`src/rtl/mem_load_regfile.sv`:
```
// IR, register file and a req/ack load sequencer with ack timeout and direct register write.
// Define MDR_BYPASS_EN to drop the WB state and MDR and write MemData straight into the register file.
module mem_load_regfile #(
  parameter int WIDTH   = 16,
  parameter int REGS    = 4,
  parameter int TIMEOUT = 15
) (
  input  logic             CLK,
  input  logic             Reset,
  input  logic             IRWrite,
  input  logic [WIDTH-1:0] IRData,
  input  logic [WIDTH-1:0] AData,
  input  logic             RegWrite,
  input  logic             Start,
  output logic             MemReq,
  output logic [WIDTH-1:0] MemAddr,
  input  logic             MemAck,
  input  logic [WIDTH-1:0] MemData,
  output logic [WIDTH-1:0] AccOut,
  output logic             Busy,
  output logic             Done,
  output logic             Err
);

  localparam int REG_AW = $clog2(REGS);
  localparam int CW     = (TIMEOUT > 1) ? $clog2(TIMEOUT) : 1;
  localparam logic [CW-1:0] CNT_LAST = CW'((TIMEOUT > 0) ? TIMEOUT - 1 : 0);

  typedef enum logic [1:0] {S_IDLE, S_WAIT, S_WB} state_t;

  state_t            state;
  logic [WIDTH-1:0]  ir;
  logic [WIDTH-1:0]  regs [REGS];
  logic [REG_AW-1:0] rd_q;
  logic [CW-1:0]     cnt;
`ifndef MDR_BYPASS_EN
  logic [WIDTH-1:0]  mdr;
`endif

  logic [REG_AW-1:0] ir_rd;
  logic [WIDTH-1:0]  offset;

  assign ir_rd  = ir[REG_AW-1:0];
  assign offset = {{REG_AW{1'b0}}, ir[WIDTH-1:REG_AW]};
  assign AccOut = regs[ir_rd];
  assign Busy   = (state != S_IDLE);

  // Commands are only honoured in IDLE; the destination register is frozen at Start.
  always_ff @(posedge CLK or posedge Reset) begin
    if (Reset) begin
      state   <= S_IDLE;
      ir      <= '0;
      rd_q    <= '0;
      cnt     <= '0;
      MemReq  <= 1'b0;
      MemAddr <= '0;
      Done    <= 1'b0;
      Err     <= 1'b0;
`ifndef MDR_BYPASS_EN
      mdr     <= '0;
`endif
      for (int i = 0; i < REGS; i++) regs[i] <= '0;
    end else begin
      Done <= 1'b0;
      Err  <= 1'b0;
      case (state)
        S_IDLE: begin
          if (IRWrite)  ir <= IRData;
          if (RegWrite) regs[ir_rd] <= AData;
          if (Start) begin
            MemAddr <= AData + offset;
            MemReq  <= 1'b1;
            cnt     <= '0;
            rd_q    <= ir_rd;
            state   <= S_WAIT;
          end
        end
        S_WAIT: begin
          if (MemAck) begin
            MemReq <= 1'b0;
`ifdef MDR_BYPASS_EN
            regs[rd_q] <= MemData;
            Done       <= 1'b1;
            state      <= S_IDLE;
`else
            mdr   <= MemData;
            state <= S_WB;
`endif
          end else begin
            cnt <= cnt + 1'b1;
            // An ack on the last permitted edge is taken above, so it beats the timeout.
            if (TIMEOUT != 0 && cnt == CNT_LAST) begin
              MemReq <= 1'b0;
              Err    <= 1'b1;
              state  <= S_IDLE;
            end
          end
        end
        S_WB: begin
`ifndef MDR_BYPASS_EN
          regs[rd_q] <= mdr;
          Done       <= 1'b1;
`endif
          state <= S_IDLE;
        end
        default: state <= S_IDLE;
      endcase
    end
  end

endmodule

```
`config.mk`:
```
export PLATFORM = sky130hd
export DESIGN_NAME = mem_load_regfile
export DESIGN_NICKNAME = d
export VERILOG_FILES = /design/src/rtl/mem_load_regfile.sv
export SDC_FILE = /design/constraint.sdc
export NUM_CORES = 1
export LEC_CHECK = 0
export CAP_MARGIN = 20
export CELL_PAD_IN_SITES_DETAIL_PLACEMENT = 1
export CELL_PAD_IN_SITES_GLOBAL_PLACEMENT = 1
export CORE_AREA = 2 2 125 127
export DETAILED_ROUTE_END_ITERATION = 10
export DIE_AREA = 0 0 127 129
export PLACE_DENSITY_LB_ADDON = 0.05
export SLEW_MARGIN = 0
export SYNTH_ARGS = -nofsm -noshare
export SYNTH_HDL_FRONTEND = slang
export SYNTH_SLANG_ARGS = --single-unit
```
`constraint.sdc`:
```
create_clock -name CLK -period 5.99 [get_ports CLK]
set_input_delay 1.4975 -clock CLK [delete_from_list [all_inputs] [get_ports CLK]]
set_output_delay 1.4975 -clock CLK [all_outputs]
set_load 0.03 [all_outputs]
```
==> flow_metrics.tcl <==
set metrics [dict create \
    status "complete, no violations" \
    min-delay-path-class "reg -> reg" \
    track_usage_pct 25.02 \
    worst-r2r-setup-slack_ps 3370 \
    synth_top_cells_by_area "dfrtp_1 (49%), a22oi_1 (7.6%), nand2_1 (7.2%)" \
    synth_common_cells "dfrtp_1 (123), nand2_1 (122), a22oi_1 (64), nor2_1 (49), a21oi_1 (47)" \
    cts_hold_buf 0 \
    cellLeakagePower_nw 3.304 \
    crit_slowest_cell "mux4_2" \
    cts-resized-gates 0 \
    worst_ep_arrival_time_ps 2420 \
    die_width_um 127 \
    synth_enable_flop_cells 0 \
    dp_worst_setup_slack_ps 1898 \
    top_cell_type_by_total_area_after_synthesis "dfrtp_1" \
    n_antenna_cell 0 \
    reg2reg_to "regs[18]$_DFFE_PP0P_" \
    port-buffer-count 89 \
    htreeDepth 4 \
    clock_tree.buffer_depth 2 \
    multi_input_comb_area_mm2 0.002997 \
    power.share.clock_pct 21.6 \
    area.growth.synth_to_final_pct 24.13 \
    synth-seq-cells 123 \
    finalCoreUtilization_pct 52.38 \
    fmaxAchievable_mhz 255.2 \
    crit_path_start_kind "flop" \
    grt_setup_unrepaired "no" \
    route.antenna.remaining_nets 0 \
    register_area_mm2 0.003078 \
    die_y_um 129 \
    clk-insertion-delay-late_ps 420 \
    routability_congestion 0.8472 \
    peakVddDrop_v 0.0002367 \
    postSynth.topFlopCell "dfrtp_1" \
    slew_headroom_pct 35.00 \
    power.density_cell_area_mw_per_mm2 575.9 \
    ioPinCount 90 \
    finalCriticalPeriod_ps 3918 \
    worst_slew_pin_slew_ps 974.0 \
    globalRoute.totalOverflow 0 \
    synth_top_cell_area_share_pct 48.70 \
    synth.net_count 701 \
    worst_hold_path.num_cells 2 \
    tritoncts.num_buffers 17 \
    critical-path-max-stage-delay_ps 610 \
    post_cts_buffers 0 \
    placement_rows 45 \
    detailedPlacementHpwl_um 12900 \
    fraction_of_the_yosys_area_taken_by_sequential_cells_pct 48.70 \
    tritoncts "done" \
    cts.root.buffer_cell "clkbuf_16" \
    power.sequential.fraction_pct 33.3 \
    dr.pass1.iters 5 \
    p_int_mw 2.667 \
    pin_count_of_the_biggest_net_entering_global_routing 51 \
    post_detailed_route_wirelength_per_cell_um 21.39 \
    synthesis.instances 630 \
    initial_utilization_pct 42.20 \
    drt-initial-drc-count 304 \
    setup_tns_ps 0 \
    remaining_drc_errors 0 \
    p_sw_mw 1.852 \
    path_class "reg -> out" \
    whs_ps 482.7 \
    share_comb_of_total_power_pct 45.1 \
    period_share_pct 65.41 \
    clk_pin_slew_ps 50 \
    share_of_final_layout_standard_cells_stronger_than_drive_strength_1_pct 11.87 \
    number_of_nets_in_the_finished_design 775 \
    cts.sinks 123 \
    timing.final.ws_setup_ps 2072 \
    hold_violations 0 \
    rr_startpoint "ir[1]$_DFFE_PP0P_" \
    core-area_mm2 0.01498 \
    hold_start "MemAddr[1]$_DFFE_PP0P_" \
    worst-r2r-cell-count 5 \
    vias_per_cell 5.735 \
    cell_with_the_most_instances_after_synthesis "dfrtp_1" \
    whs_endpoint "MemAddr[1]$_DFFE_PP0P_" \
    swShare_pct 40.98 \
    first_pass_grt_wire_length_um 31030 \
    wirelength_um 19340 \
    finalMaxSlewViolations 0 \
    crit_path_cell_trace "buf_4, mux4_2, clkdlybuf4s50_1" \
    yosys_warnings 0 \
    antenna_found_initial 0 \
    fillCellCount 1660 \
    drv_cap 0 \
    synth_cell_types 52 \
    post_synth_instance_area_mm2 0.006320 \
    worstPathMaxFanout 23 \
    synthesis.area_per_instance_um2 10.03 \
    cp_data_required_time_ps 4490 \
    finalClockSkew_ps 8.330 \
    dieArea_mm2 0.01638 \
    report.final.setup_viol 0 \
    via_count_of_the_first_global_routing_pass 5599 \
    synth_async_sr_flop_share_pct 100.0 \
    timing.critical_path.to_type "primary output" \
    route.vias.total 5184 \
]
==> kinds of logic (layout without fill, tap and decap cells) <==
family | count (synthesis) | in the layout | share of synthesized area, %
AND/OR/NAND/NOR | 207 | 207 | 14.29
AO/OA/AOI/OAI | 188 | 188 | 18.71
flip-flops | 123 | 123 | 48.70
buffers and inverters | 49 | 135 | 4.296
multiplexers | 33 | 33 | 8.711
adder cells (fa/ha/maj) | 17 | 17 | 3.484
XOR/XNOR | 13 | 13 | 1.802
==> stage by stage <==
step                area, µm²  std cells  power, mW
detailed placement       7289        873      3.545
global route             7845        904      4.807
global placement         7289        873      3.458
finish                   7845        904      4.518
floorplan                6320        630      2.826
CTS                      7845        904      4.542
==> power by group through the flow <==
stage	clock (mW)	sequential, mW	combinational [mW]
2_1_floorplan	0	1.52	1.31
3_3_place_gp	0	1.48	1.98
3_5_place_dp	0	1.51	2.04
4_1_cts	0.989	1.50	2.05
5_1_grt	1.03	1.55	2.23
6_report	0.974	1.50	2.04
==> registers in the layout, summed over array words and instances (netlist names) <==
name	flops
ir	16
MemReq	1
cnt	4
mdr	16
MemAddr	16
Err	1
Done	1
rd_q	2
regs	64
state	2
==> layout make-up <==
type | count | area share, %
Sequential cell | 123 | 39.23
Multi-Input combinational cell | 458 | 38.20
Timing Repair Buffer | 97 | 12.12
Clock buffer | 23 | 6.220
Tap cell | 188 | 2.998
Clock inverter | 8 | 0.8612
Inverter | 7 | 0.3668
==> how the worst max path moves through the flow <==
stage	from	end	slack [ps]	cells past startpoint
2_1_floorplan	Reset	Done$_DFF_PP0_	1220	1
4_1_cts	ir[0]$_DFFE_PP0P_	AccOut[7]	2020	3
3_3_place_gp	AData[0]	MemAddr[12]$_DFFE_PP0P_	1940	9
3_5_place_dp	AData[0]	MemAddr[12]$_DFFE_PP0P_	1900	9
5_1_grt	ir[0]$_DFFE_PP0P_	AccOut[9]	1970	3
6_report	ir[0]$_DFFE_PP0P_	AccOut[9]	2070	3
==> critical path, delay by kind of cell (launching register included) <==
kind / cells / cell delay [ps]
mux: 1 / 610
buf+inv: 2 / 1030
flops: 1 / 350
==> cells in the final DEF, fill, tap and decap left out, drive strengths merged, types with 2 or more instances in the layout <==
master	synthesis	layout
a21oi	47	47
inv	6	6
nor2	52	52
nor2b	5	5
o31ai	2	2
o21ai	55	55
mux4	16	16
o211ai	2	2
and2	3	3
dfrtp	123	123
clkbuf	10	23
nand3	9	9
ha	16	16
mux2	16	16
a21o	4	4
a31oi	4	4
nand4	2	2
clkinv	1	7
nor3	7	7
buf	32	8
xor2	8	8
nand2	122	122
a41o	2	2
a211oi	2	2
xnor2	5	5
a22oi	64	64
clkdlybuf4s50	0	89
==> metal layers <==
layer | track usage, % | up-vias | part of all wire, %
met1 | 32.71 | 2632 | 45
met2 | 42.28 | 135 | 50
met5 | 0 | - | 0
met4 | 6.852 | 0 | 1.3
met3 | 5.655 | 23 | 4.3
li1 | - | 2394 | -
Power figures use the tool's default switching activity.
